--- config.mk ---
export PLATFORM = sky130hd
export DESIGN_NAME = pipe_ctrl
export DESIGN_NICKNAME = d
export VERILOG_FILES = /design/src/rtl/pipe_ctrl_pkg.sv /design/src/rtl/pipe_ctrl_fwd_select.sv /design/src/rtl/pipe_ctrl.sv
export SDC_FILE = /design/constraint.sdc
export NUM_CORES = 1
export LEC_CHECK = 0
export ABC_AREA = 1
export BUFFER_PORTS_ARGS = -buffer_cell sky130_fd_sc_hd__clkbuf_2
export CAP_MARGIN = 40
export CORE_ASPECT_RATIO = 0.6
export CORE_MARGIN = 2
export CORE_UTILIZATION = 41
export DETAILED_ROUTE_END_ITERATION = 8
export REMOVE_ABC_BUFFERS = 1
export SLEW_MARGIN = 40
export SYNTH_ARGS = -nofsm -noshare
export SYNTH_HDL_FRONTEND = slang
export SYNTH_SLANG_ARGS = --single-unit
--- constraint.sdc ---
create_clock -name clock -period 2.4 [get_ports clock]
set_input_delay 0.36 -clock clock [delete_from_list [all_inputs] [get_ports clock]]
set_output_delay 0.36 -clock clock [all_outputs]
set_load 0.02 [all_outputs]
--- src/rtl/pipe_ctrl_pkg.sv ---
// Shared types for the pipeline hazard controller: FSM states, forward selects, x0 index.
package pipe_ctrl_pkg;
  typedef enum logic [1:0] {RUN, LU_STALL, MC_STALL} ctrl_state_e;
  typedef enum logic [1:0] {FWD_REG = 2'b00, FWD_WB = 2'b01, FWD_MEM = 2'b10} fwd_sel_e;
  localparam int REG_X0 = 0;
endpackage

--- src/rtl/pipe_ctrl_fwd_select.sv ---
// Per-operand EX forward select; the younger MEM result wins over WB, x0 is never forwarded.
module fwd_select
  import pipe_ctrl_pkg::*;
#(
  parameter int REG_W = 5
) (
  input  logic [REG_W-1:0] rs,
  input  logic [REG_W-1:0] mem_rd,
  input  logic             mem_regwrite,
  input  logic [REG_W-1:0] wb_rd,
  input  logic             wb_regwrite,
  output fwd_sel_e         sel
);
  always_comb begin
    sel = FWD_REG;
    if (mem_regwrite && mem_rd != REG_W'(REG_X0) && mem_rd == rs)
      sel = FWD_MEM;
    else if (wb_regwrite && wb_rd != REG_W'(REG_X0) && wb_rd == rs)
      sel = FWD_WB;
  end
endmodule

--- src/rtl/pipe_ctrl.sv ---
// In-order pipeline hazard controller: load-use and busy-EX interlocks, redirect flush,
// per-register valid tracking, operand forwarding and saturating perf counters.
module pipe_ctrl
  import pipe_ctrl_pkg::*;
#(
  parameter int NSTAGES       = 5,
  parameter int REG_W         = 5,
  parameter int RESOLVE_STAGE = 3,
  parameter int LOAD_LAT      = 1,
  parameter int CNT_W         = 32
) (
  input  logic                 clock,
  input  logic                 reset,
  input  logic                 if_valid,
  input  logic [REG_W-1:0]     id_rs1,
  input  logic [REG_W-1:0]     id_rs2,
  input  logic                 id_use_rs1,
  input  logic                 id_use_rs2,
  input  logic [REG_W-1:0]     ex_rs1,
  input  logic [REG_W-1:0]     ex_rs2,
  input  logic [REG_W-1:0]     ex_rd,
  input  logic                 ex_memread,
  input  logic                 ex_busy,
  input  logic [REG_W-1:0]     mem_rd,
  input  logic                 mem_regwrite,
  input  logic [REG_W-1:0]     wb_rd,
  input  logic                 wb_regwrite,
  input  logic                 redirect,
  output logic                 pc_en,
  output logic                 ifid_en,
  output logic [NSTAGES-2:0]   flush_vec,
  output logic [NSTAGES-2:0]   stage_valid,
  output logic [1:0]           fwd_a,
  output logic [1:0]           fwd_b,
  output logic [CNT_W-1:0]     stall_cycles,
  output logic [CNT_W-1:0]     flush_events
);
  localparam int NREG   = NSTAGES - 1;
  localparam int CNT_LW = (LOAD_LAT > 1) ? $clog2(LOAD_LAT) : 1;

  ctrl_state_e       state, state_nxt;
  logic [CNT_LW-1:0] cnt, cnt_nxt;
  logic              load_use, busy_hold;
  logic [NREG-1:0]   hold, sv_in;
  fwd_sel_e          sel_a, sel_b;

  assign load_use = ex_memread && ex_rd != REG_W'(REG_X0) &&
                    ((id_use_rs1 && id_rs1 == ex_rd) || (id_use_rs2 && id_rs2 == ex_rd));

  always_ff @(posedge clock or negedge reset) begin
    if (!reset) begin
      state <= RUN;
      cnt   <= '0;
    end else begin
      state <= state_nxt;
      cnt   <= cnt_nxt;
    end
  end

  // Outputs are gated by reset so an asserted reset shows run values even mid-stall.
  always_comb begin
    state_nxt = state;
    cnt_nxt   = cnt;
    pc_en     = 1'b1;
    ifid_en   = 1'b1;
    flush_vec = '0;
    busy_hold = 1'b0;
    if (reset) begin
      if (redirect) begin
        for (int k = 0; k < NREG; k++)
          if (k < RESOLVE_STAGE) flush_vec[k] = 1'b1;
        state_nxt = RUN;
        cnt_nxt   = '0;
      end else if (ex_busy) begin
        pc_en        = 1'b0;
        ifid_en      = 1'b0;
        busy_hold    = 1'b1;
        flush_vec[2] = 1'b1;
        state_nxt    = MC_STALL;
        cnt_nxt      = '0;
      end else if (state == LU_STALL) begin
        pc_en        = 1'b0;
        ifid_en      = 1'b0;
        flush_vec[1] = 1'b1;
        cnt_nxt      = cnt - 1'b1;
        if (cnt == CNT_LW'(1)) state_nxt = RUN;
      end else if (load_use) begin
        pc_en        = 1'b0;
        ifid_en      = 1'b0;
        flush_vec[1] = 1'b1;
        if (LOAD_LAT == 1) begin
          state_nxt = RUN;
        end else begin
          state_nxt = LU_STALL;
          cnt_nxt   = CNT_LW'(LOAD_LAT - 1);
        end
      end else begin
        state_nxt = RUN;
      end
    end
  end

  // IF/ID holds whenever its enable drops; ID/EX holds only under a busy EX op.
  always_comb begin
    hold    = '0;
    hold[0] = ~ifid_en;
    hold[1] = busy_hold;
  end

  assign sv_in = {stage_valid[NREG-2:0], if_valid};

  always_ff @(posedge clock or negedge reset) begin
    if (!reset) begin
      stage_valid <= '0;
    end else begin
      for (int k = 0; k < NREG; k++) begin
        if (flush_vec[k])  stage_valid[k] <= 1'b0;
        else if (!hold[k]) stage_valid[k] <= sv_in[k];
      end
    end
  end

  always_ff @(posedge clock or negedge reset) begin
    if (!reset) begin
      stall_cycles <= '0;
      flush_events <= '0;
    end else begin
      if (!pc_en && stall_cycles != '1) stall_cycles <= stall_cycles + 1'b1;
      if (redirect && flush_events != '1) flush_events <= flush_events + 1'b1;
    end
  end

  fwd_select #(.REG_W(REG_W)) u_fwd_a (
    .rs(ex_rs1), .mem_rd(mem_rd), .mem_regwrite(mem_regwrite),
    .wb_rd(wb_rd), .wb_regwrite(wb_regwrite), .sel(sel_a)
  );
  fwd_select #(.REG_W(REG_W)) u_fwd_b (
    .rs(ex_rs2), .mem_rd(mem_rd), .mem_regwrite(mem_regwrite),
    .wb_rd(wb_rd), .wb_regwrite(wb_regwrite), .sel(sel_b)
  );

  assign fwd_a = reset ? sel_a : FWD_REG;
  assign fwd_b = reset ? sel_b : FWD_REG;
endmodule

==> key figures <==
Route
  – Wire length per cell: 14.5 um
  – DR iter-0 viols: around 440
  – Drt drc: 0
  – 1st-pass router iterations: 5
  – Total vias in the final route: 5075
  – Via density: 4.93
  – Post-route ant nets: 0
  – Routed WL: around 15000 um

Final layout
  – Final core utilization: 53.0%
  – Final Cell Area: 6080 um2
  – Layout area overhead: 23.6%
  – Fillers: 1184
  – Area occupied by multi-input gates: between 2000 and 3000 um2
  – Layout cell share with drive strength beyond 1: 19.3%
  – Register area: about 1700 um2
  – Antenna Cells: 0
  – Final #Nets: 913

Critical path
  – CP Depth: 8
  – Worst-path cell chain: dlygate4sd3_1 > buf_4 > inv_1 > nor3_1 > inv_1 > nand2_4 > inv_1 > clkbuf_2
  – Critical Path Sink Type: output pin
  – Bufs and invs on worst path: 6
  – Critical path class: in2out
  – Worst EP required: 2040 ps
  – Reg2reg start: stall_cycles[0]$_DFFE_PN0P_
  – Worst R2R Path Depth: 10
  – Critical path's top delay family: buffers and inverters
  – Critical-path top delay cell: dlygate4sd3_1
  – CP max stage delay: 520 ps
  – CP startpoint: reset
  – Worst Path Max Fanout: 7
  – CP arrival: roughly 1900 ps
  – CP most frequent cell: inv_1
  – Worst Setup EP: pc_en
  – R2R setup slack: 330 ps
  – Startpoint types: input port
  – Reg2Reg Capture Point: stall_cycles[24]$_DFFE_PN0P_

Place
  – Post-DP HPWL: 11800 um
  – I/O Buffers: between 100 and 150
  – Pre-CTS setup slack: 150 ps
  – RePlAce Congestion: 1.06
  – Placed Area: between 5000 and 6000 um2

Floorplan
  – Initial Util: 42.9%
  – Die width: 145 um
  – Std cell rows: 30
  – Ports: 123
  – Die Y: 88.9 um
  – Core area: 11500 um2
  – Die ar.: 12900 um2

Timing
  – Tcrit/Tclk final: 93.1%
  – Worst hold slack: approximately 260 ps
  – Fmax: 448 MHz
  – RSZ-0062 raised after global routing: false
  – Setup Skew: 7.50 ps
  – Count of final setup violators: 0
  – Worst slew margin: 58.0%
  – Worst-Margin Slew: ~630 ps
  – Final hold vios: 0
  – Final worst slack: between 150 and 200 ps
  – Slew Viols, Final: 0
  – Period minus WS final: 2230 ps

Global route
  – Vias in the first global route: between 4k and 5k
  – GRT Residual Overflow: 0
  – GRT Overall Usage: 23.5%
  – Largest net degree at the start of global routing: 67
  – Initial antenna violation count: 0
  – First-pass GRT wire length: approximately 24000 um

Yosys
  – Seq/Total Area, Yosys: 34.6%
  – Yosys warns: 0
  – Mapped Area: 4920 um2
  – Synth cell types: 31
  – Cells after synthesis: 741
  – Post-Syn Area per Cell: 6.64 um2
  – Flops & latches, synth: a little under 70

Clock tree
  – Total CTS buffers: 9
  – Clock-pin slew on the worst setup and hold paths: ~50 ps
  – Clk sinks: between 60 and 70
  – H-Tree Depth: 3
  – Worst skew pair latency: 340 ps
  – Clk buf depth: 2
  – CTS tree: yes
  – CTS root buf: clkbuf_16

Pwr
  – Int Power: between 2 and 3 mW
  – Logic pwr share: 19.1%
  – Flop pwr share: 36.8%
  – P_leak: between 3 and 4 nW
  – Switching share of power: 30.2%
  – Max VDD drop: roughly 360 uV
  – P per Cell Area: 615 nW/um2
  – Net Switching: 1.13 mW
  – Clk pwr share: about 44%

Min path
  – Hold crit path type: in2reg

Run
  – MaxCap Viol Count: 0

Outcome
  – Run status: finished, final reports clean
==> power groups by stage <==
stage	Clock (mW)	Combinational [mW]	Sequential (mW)
floorplan	0	0.311	1.49
global placement	0	0.705	1.39
detailed placement	0	0.715	1.39
CTS	1.68	0.719	1.38
global route	1.72	0.795	1.40
finish	1.65	0.716	1.38
==> metrics by stage <==
stage | instances | power [mW] | TNS, ps
floorplan | 722 | 1.80 | -520
global placement | 1014 | 2.10 | 0
detailed placement | 1014 | 2.11 | 0
CTS | 1030 | 3.77 | 0
global route | 1030 | 3.91 | 0
finish | 1030 | 3.74 | 0
==> placed cells by master, fill, tap and decap left out, types with 15 or more instances in the layout <==
cell / count
inv_1: 59
nand3_1: 50
nand4_1: 15
nor3_1: 29
dfrtp_1: 68
clkbuf_2: 120
xor2_1: 39
nor2_1: 77
nand2_1: 304
xnor2_1: 26
==> registers in the layout (all words and copies together), names as in the netlist <==
| name | cells |
|---|---|
| stall_cycles | 32 |
| flush_events | 32 |
| stage_valid | 4 |
==> cells by family (layout without fill, tap and decap cells) <==
group	count (synthesis)	after routing	synth area share, %
AO/OA/AOI/OAI	17	17	1.73
XOR/XNOR	65	65	11.6
adder cells (fa/ha/maj)	2	2	0.508
buffers and inverters	80	209	7.27
flip-flops	68	68	34.6
other	1	1	0.0762
AND/OR/NAND/NOR	508	508	44.3
==> repair_timing <==
| action | in CTS | in global routing |
|---|---|---|
| resized for setup | 0 | 3 |
| buffers inserted | 0 | 0 |
| hold endpoints to repair | 2 | 0 |
| hold buffers | 1 | 0 |
| endpoints found under the setup margin | 0 | 3 |
==> synth_stat cells <==
cell / count / area share, %
buf_6: 5 / 1.1
nor2_2: 4 / 0.51
xnor2_1: 26 / 4.6
conb_1: 1 / 0.076
nor3b_2: 1 / 0.25
nand3_4: 1 / 0.36
buf_4: 2 / 0.30
o21ai_1: 1 / 0.10
buf_2: 10 / 1.0
nand2_2: 3 / 0.38
buf_1: 2 / 0.15
inv_1: 59 / 4.5
nand3b_1: 10 / 1.5
nand3_1: 50 / 5.1
dfrtp_1: 68 / 35
nor3_1: 29 / 2.9
nor3_2: 2 / 0.41
nand3_2: 2 / 0.41
nor3b_1: 2 / 0.30
or2_2: 2 / 0.25
o21ai_0: 14 / 1.4
nand2_1: 304 / 23
nor2_4: 1 / 0.23
a21oi_1: 2 / 0.20
nor4_1: 2 / 0.25
ha_1: 2 / 0.51
xor2_1: 39 / 6.9
nand4_1: 15 / 1.9
nand4_2: 1 / 0.25
inv_2: 2 / 0.15
nor2_1: 79 / 6.0
==> layout make-up <==
type	count	area share [%]
multi-input combinational	593	47.2
clock inverter	6	2.26
timing repair buffer	133	11.8
clock buffer	9	3.70
sequential	68	28.0
inverter	61	3.76
tap	160	3.29
==> layer usage <==
layer	share of wire (%)	track usage [%]
met4	0.77	5.70
met3	7.9	4.69
met2	37	30.5
met5	0	0
met1	55	38.2
==> worst min path at each step <==
stage / startpoint / to / cells after the start
global route: if_valid / stage_valid[0]$_DFFE_PN0P_ / 3
detailed placement: reset / stage_valid[0]$_DFFE_PN0P_ / 1
global placement: reset / stage_valid[1]$_DFFE_PN0P_ / 1
finish: if_valid / stage_valid[0]$_DFFE_PN0P_ / 3
floorplan: reset / flush_events[0]$_DFFE_PN0P_ / 0
CTS: if_valid / stage_valid[0]$_DFFE_PN0P_ / 3
==> worst register-to-register path: stages (launching register included) <==
cell and delay (ps):
dfrtp_1 520, ha_1 310, nand3_1 220, nor2_2 240, nand3_1 120, nor2_1 100, nand3_1 80, nor2_2 200
nand2_1 80, nand2_1 60, nand2_1 40
No activity file was read; power rests on OpenSTA's default activity.
